File: src/rtl/apb_slave_bridge_if.sv
// APB3 slave bus plus request/acknowledge memory port of the matmul
// register/operand bridge. Signal names are taken from the bridge's point of view.
interface apb_slave_bridge_if #(
   parameter int BUS_WIDTH  = 64,
   parameter int ADDR_WIDTH = 32
);
   localparam int STRB_WIDTH = BUS_WIDTH / 8;

   logic                  psel_i;
   logic                  penable_i;
   logic                  pwrite_i;
   logic [ADDR_WIDTH-1:0] paddr_i;
   logic [BUS_WIDTH-1:0]  pwdata_i;
   logic [STRB_WIDTH-1:0] pstrb_i;
   logic                  start_bit_i;
   logic                  pready_o;
   logic                  pslverr_o;
   logic [BUS_WIDTH-1:0]  prdata_o;
   logic                  busy_o;
   logic                  mem_req_o;
   logic                  mem_we_o;
   logic [ADDR_WIDTH-1:0] mem_addr_o;
   logic [BUS_WIDTH-1:0]  mem_wdata_o;
   logic [STRB_WIDTH-1:0] mem_strb_o;
   logic [BUS_WIDTH-1:0]  mem_rdata_i;
   logic                  mem_ack_i;

   modport slave (
      input  psel_i, penable_i, pwrite_i, paddr_i, pwdata_i, pstrb_i, start_bit_i,
      input  mem_rdata_i, mem_ack_i,
      output pready_o, pslverr_o, prdata_o, busy_o,
      output mem_req_o, mem_we_o, mem_addr_o, mem_wdata_o, mem_strb_o
   );

   modport master (
      output psel_i, penable_i, pwrite_i, paddr_i, pwdata_i, pstrb_i, start_bit_i,
      output mem_rdata_i, mem_ack_i,
      input  pready_o, pslverr_o, prdata_o, busy_o,
      input  mem_req_o, mem_we_o, mem_addr_o, mem_wdata_o, mem_strb_o
   );
endinterface

File: src/rtl/apb_slave_bridge.sv
// APB3 slave front-end for the matmul register/operand space. Decodes and
// protects the register map, then forwards legal accesses to a req/ack memory
// port that may insert any number of wait states. All APB responses registered.
// Optional feature: define APB_SLAVE_TIMEOUT_EN to abort a WAIT that lasts
// TIMEOUT cycles without mem_ack_i, answering with pslverr_o.
module apb_slave_bridge #(
   parameter int       BUS_WIDTH  = 64,
   parameter int       ADDR_WIDTH = 32,
   parameter logic [4:0] FLAGS_ADDR = 5'h0C,
   parameter logic [4:0] SP_ADDR    = 5'h10,
   parameter int       TIMEOUT    = 16
) (
   input  logic                clk_i,
   input  logic                rst_ni,
   apb_slave_bridge_if.slave   bus
);
   localparam int STRB_WIDTH = BUS_WIDTH / 8;

   // Illegal configurations (partial byte lanes, zero timeout) are flagged by name.
   if ((BUS_WIDTH % 8) != 0 || TIMEOUT < 1) begin : g_illegal_bus_width_or_timeout
   end

   typedef enum logic [1:0] {S_IDLE, S_WAIT, S_RESP} state_e;

   state_e                state_q, state_d;
   logic                  req_q, req_d;
   logic                  busy_q, busy_d;
   logic                  pready_q, pready_d;
   logic                  pslverr_q, pslverr_d;
   logic [BUS_WIDTH-1:0]  prdata_q, prdata_d;
   logic                  latch_en;
   logic                  setup_err;
   logic [4:0]            offset;

   logic                  we_q;
   logic [ADDR_WIDTH-1:0] addr_q;
   logic [BUS_WIDTH-1:0]  wdata_q;
   logic [STRB_WIDTH-1:0] strb_q;

`ifdef APB_SLAVE_TIMEOUT_EN
   localparam int CNT_W = $clog2(TIMEOUT + 1);
   logic [CNT_W-1:0] cnt_q, cnt_d;
`endif

   assign offset = bus.paddr_i[4:0];

   // Access protection: core lockout, read-only FLAGS/scratchpad, strobed reads.
   always_comb begin
      setup_err = bus.start_bit_i
               || (bus.pwrite_i && (offset == FLAGS_ADDR))
               || (bus.pwrite_i && (offset >= SP_ADDR))
               || (!bus.pwrite_i && (bus.pstrb_i != '0));
   end

   // Next-state and registered-output logic of the transfer FSM.
   always_comb begin
      state_d   = state_q;
      req_d     = req_q;
      busy_d    = busy_q;
      pready_d  = 1'b0;
      pslverr_d = 1'b0;
      prdata_d  = '0;
      latch_en  = 1'b0;
`ifdef APB_SLAVE_TIMEOUT_EN
      cnt_d     = cnt_q;
`endif
      case (state_q)
         S_IDLE: begin
            req_d  = 1'b0;
            busy_d = 1'b0;
            if (bus.psel_i && !bus.penable_i) begin
               latch_en = 1'b1;
               busy_d   = 1'b1;
               if (setup_err) begin
                  // Rejected accesses never reach memory: answer with 0 wait states.
                  state_d   = S_RESP;
                  pready_d  = 1'b1;
                  pslverr_d = 1'b1;
               end else begin
                  state_d = S_WAIT;
                  req_d   = 1'b1;
`ifdef APB_SLAVE_TIMEOUT_EN
                  cnt_d   = '0;
`endif
               end
            end
         end
         S_WAIT: begin
            if (!bus.psel_i) begin
               // Master abandoned the transfer; withdraw the request silently.
               state_d = S_IDLE;
               req_d   = 1'b0;
               busy_d  = 1'b0;
            end else if (bus.mem_ack_i) begin
               state_d  = S_RESP;
               req_d    = 1'b0;
               pready_d = 1'b1;
               prdata_d = we_q ? '0 : bus.mem_rdata_i;
`ifdef APB_SLAVE_TIMEOUT_EN
            end else if (cnt_q == CNT_W'(TIMEOUT - 1)) begin
               state_d   = S_RESP;
               req_d     = 1'b0;
               pready_d  = 1'b1;
               pslverr_d = 1'b1;
            end else begin
               cnt_d = cnt_q + CNT_W'(1);
`endif
            end
         end
         S_RESP: begin
            state_d = S_IDLE;
            busy_d  = 1'b0;
         end
         default: begin
            state_d = S_IDLE;
            req_d   = 1'b0;
            busy_d  = 1'b0;
         end
      endcase
   end

   // Control and APB response registers; reset clears every visible output.
   always_ff @(posedge clk_i or negedge rst_ni) begin
      if (!rst_ni) begin
         state_q   <= S_IDLE;
         req_q     <= 1'b0;
         busy_q    <= 1'b0;
         pready_q  <= 1'b0;
         pslverr_q <= 1'b0;
         prdata_q  <= '0;
`ifdef APB_SLAVE_TIMEOUT_EN
         cnt_q     <= '0;
`endif
      end else begin
         state_q   <= state_d;
         req_q     <= req_d;
         busy_q    <= busy_d;
         pready_q  <= pready_d;
         pslverr_q <= pslverr_d;
         prdata_q  <= prdata_d;
`ifdef APB_SLAVE_TIMEOUT_EN
         cnt_q     <= cnt_d;
`endif
      end
   end

   // Setup-phase capture of the access; outputs are gated by req_q, so no reset needed.
   always_ff @(posedge clk_i) begin
      if (latch_en) begin
         we_q    <= bus.pwrite_i;
         addr_q  <= bus.paddr_i;
         wdata_q <= bus.pwdata_i;
         strb_q  <= bus.pstrb_i;
      end
   end

   assign bus.pready_o    = pready_q;
   assign bus.pslverr_o   = pslverr_q;
   assign bus.prdata_o    = prdata_q;
   assign bus.busy_o      = busy_q;
   assign bus.mem_req_o   = req_q;
   assign bus.mem_we_o    = req_q & we_q;
   assign bus.mem_addr_o  = req_q ? addr_q : '0;
   assign bus.mem_wdata_o = req_q ? wdata_q : '0;
   assign bus.mem_strb_o  = (req_q && we_q) ? strb_q : '0;
endmodule

File: src/flat_wrapper.sv
// flat-port wrapper written by rule: the top's interface ports become plain ports
module apb_slave_bridge_flat 
#(
   parameter int       BUS_WIDTH  = 64,
   parameter int       ADDR_WIDTH = 32,
   parameter logic [4:0] FLAGS_ADDR = 5'h0C,
   parameter logic [4:0] SP_ADDR    = 5'h10,
   parameter int       TIMEOUT    = 16
)
  (clk_i, rst_ni, bus_psel_i, bus_penable_i, bus_pwrite_i, bus_paddr_i, bus_pwdata_i, bus_pstrb_i, bus_start_bit_i, bus_mem_rdata_i, bus_mem_ack_i, bus_pready_o, bus_pslverr_o, bus_prdata_o, bus_busy_o, bus_mem_req_o, bus_mem_we_o, bus_mem_addr_o, bus_mem_wdata_o, bus_mem_strb_o);
  apb_slave_bridge_if #(.BUS_WIDTH(BUS_WIDTH), .ADDR_WIDTH(ADDR_WIDTH)) bus_i ();
  input  logic clk_i;
  input  logic rst_ni;
  input wire logic [$bits(bus_i.psel_i)-1:0] bus_psel_i;
  input wire logic [$bits(bus_i.penable_i)-1:0] bus_penable_i;
  input wire logic [$bits(bus_i.pwrite_i)-1:0] bus_pwrite_i;
  input wire logic [$bits(bus_i.paddr_i)-1:0] bus_paddr_i;
  input wire logic [$bits(bus_i.pwdata_i)-1:0] bus_pwdata_i;
  input wire logic [$bits(bus_i.pstrb_i)-1:0] bus_pstrb_i;
  input wire logic [$bits(bus_i.start_bit_i)-1:0] bus_start_bit_i;
  input wire logic [$bits(bus_i.mem_rdata_i)-1:0] bus_mem_rdata_i;
  input wire logic [$bits(bus_i.mem_ack_i)-1:0] bus_mem_ack_i;
  output wire logic [$bits(bus_i.pready_o)-1:0] bus_pready_o;
  output wire logic [$bits(bus_i.pslverr_o)-1:0] bus_pslverr_o;
  output wire logic [$bits(bus_i.prdata_o)-1:0] bus_prdata_o;
  output wire logic [$bits(bus_i.busy_o)-1:0] bus_busy_o;
  output wire logic [$bits(bus_i.mem_req_o)-1:0] bus_mem_req_o;
  output wire logic [$bits(bus_i.mem_we_o)-1:0] bus_mem_we_o;
  output wire logic [$bits(bus_i.mem_addr_o)-1:0] bus_mem_addr_o;
  output wire logic [$bits(bus_i.mem_wdata_o)-1:0] bus_mem_wdata_o;
  output wire logic [$bits(bus_i.mem_strb_o)-1:0] bus_mem_strb_o;
  assign bus_i.psel_i = bus_psel_i;
  assign bus_i.penable_i = bus_penable_i;
  assign bus_i.pwrite_i = bus_pwrite_i;
  assign bus_i.paddr_i = bus_paddr_i;
  assign bus_i.pwdata_i = bus_pwdata_i;
  assign bus_i.pstrb_i = bus_pstrb_i;
  assign bus_i.start_bit_i = bus_start_bit_i;
  assign bus_i.mem_rdata_i = bus_mem_rdata_i;
  assign bus_i.mem_ack_i = bus_mem_ack_i;
  assign bus_pready_o = bus_i.pready_o;
  assign bus_pslverr_o = bus_i.pslverr_o;
  assign bus_prdata_o = bus_i.prdata_o;
  assign bus_busy_o = bus_i.busy_o;
  assign bus_mem_req_o = bus_i.mem_req_o;
  assign bus_mem_we_o = bus_i.mem_we_o;
  assign bus_mem_addr_o = bus_i.mem_addr_o;
  assign bus_mem_wdata_o = bus_i.mem_wdata_o;
  assign bus_mem_strb_o = bus_i.mem_strb_o;
  apb_slave_bridge #(.BUS_WIDTH(BUS_WIDTH), .ADDR_WIDTH(ADDR_WIDTH), .FLAGS_ADDR(FLAGS_ADDR), .SP_ADDR(SP_ADDR), .TIMEOUT(TIMEOUT)) u_core (.clk_i(clk_i), .rst_ni(rst_ni), .bus(bus_i));
endmodule
File: config.mk
export PLATFORM = sky130hd
export DESIGN_NAME = apb_slave_bridge_flat
export DESIGN_NICKNAME = d
export VERILOG_FILES = /design/src/rtl/apb_slave_bridge_if.sv /design/src/rtl/apb_slave_bridge.sv /design/src/flat_wrapper.sv
export SDC_FILE = /design/constraint.sdc
export NUM_CORES = 1
export LEC_CHECK = 0
export ABC_AREA = 1
export ABC_CLOCK_PERIOD_IN_PS = 4000
export CAP_MARGIN = 20
export CELL_PAD_IN_SITES_DETAIL_PLACEMENT = 1
export CELL_PAD_IN_SITES_GLOBAL_PLACEMENT = 1
export CORE_MARGIN = 2
export CORE_UTILIZATION = 29
export CTS_BUF_LIST = sky130_fd_sc_hd__clkbuf_16
export CTS_CLUSTER_SIZE = 16
export DETAILED_ROUTE_END_ITERATION = 6
export GPL_ROUTABILITY_DRIVEN = 0
export PLACE_DENSITY_LB_ADDON = 0.1
export SYNTH_ARGS = -nofsm -noshare
export SYNTH_HDL_FRONTEND = slang
export SYNTH_SLANG_ARGS = --single-unit
File: constraint.sdc
create_clock -name clk_i -period 4 [get_ports clk_i]
set_input_delay 0.8 -clock clk_i [delete_from_list [all_inputs] [get_ports clk_i]]
set_output_delay 0.8 -clock clk_i [all_outputs]
set_load 0.03 [all_outputs]
After elaboration in Yosys (flattened, before gate mapping)
Cells that the tools add are included.
W data, S select, Z words.

operators by class
  muxes and demuxes = 27
  multipliers = 0
  equal/unequal tests = 6
  order comparisons = 1
  add/sub/neg operators = 0
  divide/modulo/power cells = 0
  shifts and indexed selects = 0
  bitwise gates (word level) = 2
  reductions and logical operators = 14

operator list
  kind                  count
  $mux W64              5
  $mux W32              1
  $mux W1               12
  $mux W2               4
  $mux W8               1
  $reduce_bool A8 Y1    1
  $eq A5 B4 Y1 const B  1
  $ge A5 B5 Y1 const B  1
  $logic_and A1 B1 Y1   5
  $pmux W1 S2           2
  $pmux W2 S2           1
  $reduce_and A2 Y1     2
  $logic_or A1 B1 Y1    3
  $ne A3 B3 Y1 const B  1
  $pmux W1 S3           1
  $eq A2 B1 Y1 const B  1
  $eq A2 B2 Y1 const B  1
  $logic_not A1 Y1      2
  $logic_not A2 Y1      1
  $ne A2 B1 Y1 const B  1
  $ne A2 B2 Y1 const B  1
  $and A1 B1 Y1         1
  $not A1 Y1            1

word-level totals
  bits in registers = 175
  output and inout port bits = 173
  input port bits = 175
  latch bits = 0
  memories kept = 0
  memory bits (read-only) = 0
  memory bits (writable) = 0

Depth between registers and ports, before layout
Gate-level depths: netlist of run 1.

  word-level depth = 8
  depth in mapped cells = 7
  gate-level depth less buffers = 7

Least setup slack after synthesis of run 1
No wires, ideal clock.

  path type = input port to flip-flop
  start point = input bus_psel_i
  end point = register u_core.pready_q (netlist: u_core.bus.pready_o)
  library setup time = 77 ps
  stages = 6
  slack = 498 ps
  arrival time = 3425 ps
  path buffers = 0
  path through = inv_1 > nor2_1 > nand2_1 > inv_1 > nand2_1 > nand2_1

between the ends
  cells in the longest elaborated chain, start to end = 3

ends and longest elaborated chain
  what                    line                     RTL
  start: declaration      flat_wrapper.sv:14       input wire logic [$bits(bus_i.psel_i)-1:0] bus_psel_i;
  $logic_and A1 B1 Y1     apb_slave_bridge.sv:71   if (bus.psel_i && !bus.penable_i) begin
  $mux W1                 apb_slave_bridge.sv:71
  $pmux W1 S2 (*)         apb_slave_bridge.sv:67   case (state_q)
  net u_core.pready_d     apb_slave_bridge.sv:28   logic pready_q, pready_d;
  end signal: assignment  apb_slave_bridge.sv:138  pready_q <= pready_d;
  end: declaration        apb_slave_bridge.sv:28

Mark *: on every way through the listed nets, which the timed path passes. The rest lies on a longest branch.
A chain may end at the register's enable or synchronous reset.

Final worst setup path of run 1
  start point = register u_core.req_q (netlist: u_core.bus.mem_req_o)
  end point = output bus_mem_wdata_o[15]

between the ends
  cells in the longest elaborated chain, start to end = 1

ends and longest elaborated chain
  what                      line                     RTL
  start: declaration        apb_slave_bridge.sv:26   logic req_q, req_d;
  start signal: assignment  apb_slave_bridge.sv:136  req_q <= req_d;
  $mux W64                  apb_slave_bridge.sv:164  assign bus.mem_wdata_o = req_q ? wdata_q : '0;
  end: declaration          flat_wrapper.sv:30       output wire logic [$bits(bus_i.mem_wdata_o)-1:0] bus_mem_wdata_o;

No other way between the ends.

==> results of run 1 <==
[layout make-up]
type | instances | area [um2] | area share, %
sequential | 175 | 4906 | 45.08
timing repair buffer | 353 | 3538 | 32.51
multi-input combinational | 260 | 1040 | 9.554
clock buffer | 20 | 500.5 | 4.599
inverter | 115 | 434.2 | 3.989
tap | 280 | 350.3 | 3.219
clock inverter | 12 | 111.4 | 1.023
antenna | 1 | 2.502 | 0.02299
[sequential cells by signal, indices dropped and copies added (netlist names)]
name	count
u_core.bus.prdata_o	64
u_core.wdata_q	64
u_core.addr_q	32
u_core.strb_q	8
u_core.state_q	2
u_core.bus.busy_o	1
u_core.bus.mem_req_o	1
u_core.bus.pready_o	1
u_core.bus.pslverr_o	1
u_core.we_q	1
[Yosys cell counts, types with 3 or more instances]
cell type,instances
buf_2,7
buf_6,5
clkbuf_1,11
dfrtp_1,70
edfxtp_1,105
inv_1,115
nand2_1,162
nand2_2,9
nand3_1,4
nor2_1,71
nor2_2,10
o21ai_0,3
[per-layer routing]
metal	global-route usage [%]	vias to the layer above	share of wire [%]
met1	19.48	2439	38
met2	29.75	247	49
li1	-	2413	-
met3	7.525	28	11
met4	6.364	4	2.1
met5	0	-	0.15
[kinds of logic after synthesis]
family | synth area share [%]
and+or+nand+nor | 15.63
AOI/OAI and AO/OA | 0.2301
DFF | 75.20
buffers and inverters | 8.939
[worst max-delay path by stage]
stage	start	to	slack, ns	cells after the start
finish	u_core.bus.mem_req_o	bus_mem_wdata_o[15]	0.74	4
global route	u_core.bus.mem_req_o	bus_mem_strb_o[5]	0.55	3
CTS	u_core.bus.mem_req_o	bus_mem_wdata_o[15]	0.70	4
detailed placement	u_core.bus.mem_req_o	bus_mem_wdata_o[15]	1.15	4
global placement	u_core.bus.mem_req_o	bus_mem_wdata_o[28]	1.20	4
floorplan	bus_psel_i	u_core.bus.pready_o	0.50	6
[power breakdown]
group | switching, uW | total (uW) | internal [uW]
sequential | 17.3 | 2000 | 1980
combinational | 135 | 319 | 184
clock | 733 | 1710 | 981
[stage by stage]
step | hold WS [ns] | power [uW] | setup WS, ns
finish | 0.5113 | 4031 | 0.7440
global route | 0.5648 | 4176 | 0.5469
CTS | 0.5245 | 4086 | 0.6964
detailed placement | 0.5666 | 2362 | 1.153
global placement | 0.5286 | 2351 | 1.196
floorplan | 0.5044 | 2116 | 0.4981
==> out/metrics.yaml, run 1 <==
antenna_found_initial: 4
nFillCells: 2365
cap_violations: 0
worst_setup_path_start_kind: "flip-flop"
synth.avg_cell_area_um2: 11.34
firstDrtPassIters: 4
clkTransAtPathRegs_ns: 0.07
synth_area_mm2: 0.006523
syn2layout_area_growth_pct: 66.85
status: "completed"
min_path_type: "input port to asynchronous set/reset pin"
crit_type: "flip-flop to primary output"
place_area_mm2: 0.01027
ys_seq_area_share_pct: 75.20
rr_endpoint: "u_core.addr_q[23]"
ant_nets: 0
yosys.area.top_type: "edfxtp_1"
synth_enable_flop_cells: 105
die-area_mm2: 0.02371
synthFlopType: "edfxtp_1"
grt_max_degree: 86
drive_gt1_share_pct: 6.310
wire_per_inst_um: 16.91
cts.sinks: 175
r2r-start: "u_core.state_q[0]"
path_buf_inv: 3
cts_tree: "yes"
num_vias: 5131
fp.dieW_um: 154.0
tightest_slew_ns: 0.9277
ios: 348
yosysWarnings: 0
port_buffers: 347
reg2regPathDepth: 4
die_y_um: 154.0
h-tree-depth: 4
via_per_inst: 4.220
crit_required_ns: 3.20
fin_util_pct: 49.56
endpoint_kind: "primary output"
period_share_pct: 81.40
cp_cell_sequence: "buf_12 -> nand2_1 -> inv_1 -> clkdlybuf4s50_1"
grt_pass1_vias: 5441
synth.distinct_cells: 15
ys_seq_elements: 175
grt-ovfl-total: 0
dp_hpwl_mm: 15.32
setup-violations-final: 0
final_common_cell: "clkdlybuf4s50_1"
nets: 1097
fin_tns_setup_ns: 0
design_area_mm2: 0.01088
crit_family: "buffers and inverters"
relSlewSlack_pct: 38.15
core_area_mm2: 0.02196
path_max_fanout: 65
yosys-top-cells-area: "edfxtp_1 48%, dfrtp_1 27%, nand2_1 9.3%"
synth_fp_nets: 750
power_density_mw_per_mm2: 370.4
cp_slowest_cell: "dfrtp_2"
drcViolationCount: 0
finalMaxSlewViolations: 0
initial_core_util_pct: 29.70
insertion_delay_ns: 0.42
holdBufCountCts: 0
layout_common_cells: "346 x clkdlybuf4s50_1, 162 x nand2_1, 115 x inv_1"
p_leak_uw: 0.004920
track_usage_pct: 17.46
cts_resized: 0
clock_path_buffers: 2
peakVddDrop_v: 0.0002178
grt_first_pass_wirelength_mm: 31.31
layoutNonFillerInstCount: 1216
drt_iter0_markers: 299
cp.arrival_ns: 2.46
netlist_instances: 575
num_rows: 54
fin_crit_ns: 3.256
synth_top_area_share_pct: 48.34
async_flop_share_pct: 40.00
root_buffer: "clkbuf_16"
cts_buffers: 17
max_stage_delay_ns: 0.77
fin_skew_ns: 0.01135
drt_wl_total_mm: 20.56
postCtsSetupBuffers: 0
fmax_mhz: 307.1
rsz0062_at_grt: "no"
finalHoldViolations: 0
placed_cells: 1183
regToRegSetupSlack_ns: 2.19
Note: power is estimated with default switching activity, not from simulation.
==> run 2, diff against run 1 <==
ABC_CLOCK_PERIOD_IN_PS = 3000   (was 4000)
clock period = 3 ns   (was 4 ns; I/O delays follow)
==> run 2 against run 1 <==
Die area stayed put. Via count hardly changed. Critical path type unchanged. Hold slack worse by 0.14 ns. Register-to-register slack worse by 0.70 ns. Critical endpoint is now bus_mem_strb_o[5]. Flip-flop and latch count stayed put. First-iteration DRC count is 18% lower. Combinational power is 35% higher. Setup slack worse by 0.61 ns. Highest routed layer is now met4. Cell area stayed put. Sequential share of layout area stayed put. Largest power group unchanged. Routed wire length is 0.97% lower. Non-clock buffer count is 2 higher.
==> out/metrics.yaml, run 2 (synthesized netlist as in run 1, its figures left out) <==
layout_common_cells: "346 x clkdlybuf4s50_1, 162 x nand2_1, 115 x inv_1"
endpoint_kind: "primary output"
port_buffers: 347
finalHoldViolations: 0
drive_gt1_share_pct: 6.403
relSlewSlack_pct: 40.91
die-area_mm2: 0.02371
cp.arrival_ns: 2.27
firstDrtPassIters: 4
drcViolationCount: 0
clkTransAtPathRegs_ns: 0.07
insertion_delay_ns: 0.42
status: "completed"
fin_crit_ns: 2.866
core_area_mm2: 0.02196
initial_core_util_pct: 29.70
cts.sinks: 175
drt_iter0_markers: 246
nFillCells: 2354
track_usage_pct: 17.60
fmax_mhz: 348.9
final_common_cell: "clkdlybuf4s50_1"
multi_input_area_mm2: 0.001040
root_buffer: "clkbuf_16"
clock_path_buffers: 2
antenna_found_initial: 1
dp_hpwl_mm: 15.13
finalMaxSlewViolations: 0
crit_required_ns: 2.40
postCtsSetupBuffers: 0
min_path_type: "input port to asynchronous set/reset pin"
period_share_pct: 95.54
worst_setup_path_start_kind: "flip-flop"
setup-violations-final: 0
via_per_inst: 4.211
fin_skew_ns: 0.01379
nets: 1099
path_max_fanout: 70
fin_tns_setup_ns: 0
fin_util_pct: 49.56
die_y_um: 154.0
grt_first_pass_wirelength_mm: 31.42
fp.dieW_um: 154.0
h-tree-depth: 4
cts_tree: "yes"
holdBufCountCts: 0
num_vias: 5129
cap_violations: 0
rsz0062_at_grt: "no"
ant_nets: 0
tightest_slew_ns: 0.8863
cts_buffers: 17
syn2layout_area_growth_pct: 66.85
cts_resized: 0
num_rows: 54
grt_pass1_vias: 5485
peakVddDrop_v: 0.0003536
crit_type: "flip-flop to primary output"
ff_latch_area_mm2: 0.004906
wire_per_inst_um: 16.72
p_leak_uw: 0.004917
ios: 348
grt-ovfl-total: 0
grt_max_degree: 71
drt_wl_total_mm: 20.36
power_density_mw_per_mm2: 484.9
## run 2: worst max-delay path, stage by stage (launching register included)
cell	delay (ns)
dfrtp_2	0.38
buf_12	0.27
nand2_1	0.27
nor2_1	0.19
clkdlybuf4s50_1	0.69
## run 2: area by class of cell
type | count | share of cell area (%)
Tap cell | 280 | 3.219
Multi-Input combinational cell | 260 | 9.554
Clock buffer | 19 | 4.369
Clock inverter | 13 | 0.9887
Inverter | 115 | 4.001
Timing Repair Buffer | 355 | 32.77
Antenna cell | 1 | 0.02299
Sequential cell | 175 | 45.08
## run 2: metal layers
layer,global-route usage (%),up-vias,part of all wire [%]
met2,30.32,243,51
met3,8.568,26,11
met4,5.296,0,1.5
met1,19.17,2439,37
li1,-,2421,-
met5,0,-,0
## run 2: metrics by stage
stage | cells | hold slack (ns) | power, uW | setup slack [ns] | cell area, um2
after floorplan | 575 | 0.3044 | 2819 | 0.2839 | 6526
after global placement | 1185 | 0.5408 | 3137 | 0.6760 | 10300
after detailed placement | 1185 | 0.5725 | 3149 | 0.5583 | 10300
after CTS | 1217 | 0.4064 | 5370 | 0.09542 | 10880
after global routing | 1218 | 0.4473 | 5497 | 0.01416 | 10880
final | 1218 | 0.3705 | 5277 | 0.1338 | 10880
## run 2: path summary, 6_finish.rpt
path / from / to / slack, ns / depth (start not counted)
min: rst_ni / u_core.bus.prdata_o[1] / 0.37 / 2
max: u_core.bus.mem_req_o / bus_mem_strb_o[5] / 0.13 / 4
min reg2reg: u_core.bus.busy_o / u_core.bus.busy_o / 0.58 / 2
max reg2reg: u_core.state_q[1] / u_core.bus.prdata_o[10] / 1.49 / 6
min in group clk_i: u_core.bus.busy_o / u_core.bus.busy_o / 0.58 / 2
max in group asynchronous: rst_ni / u_core.bus.mem_req_o / 2.00 / 2
## run 2: power breakdown
group / internal, uW / switching [uW]
Clock: 1240 / 941
Combinational: 249 / 182
Sequential: 2640 / 19.2
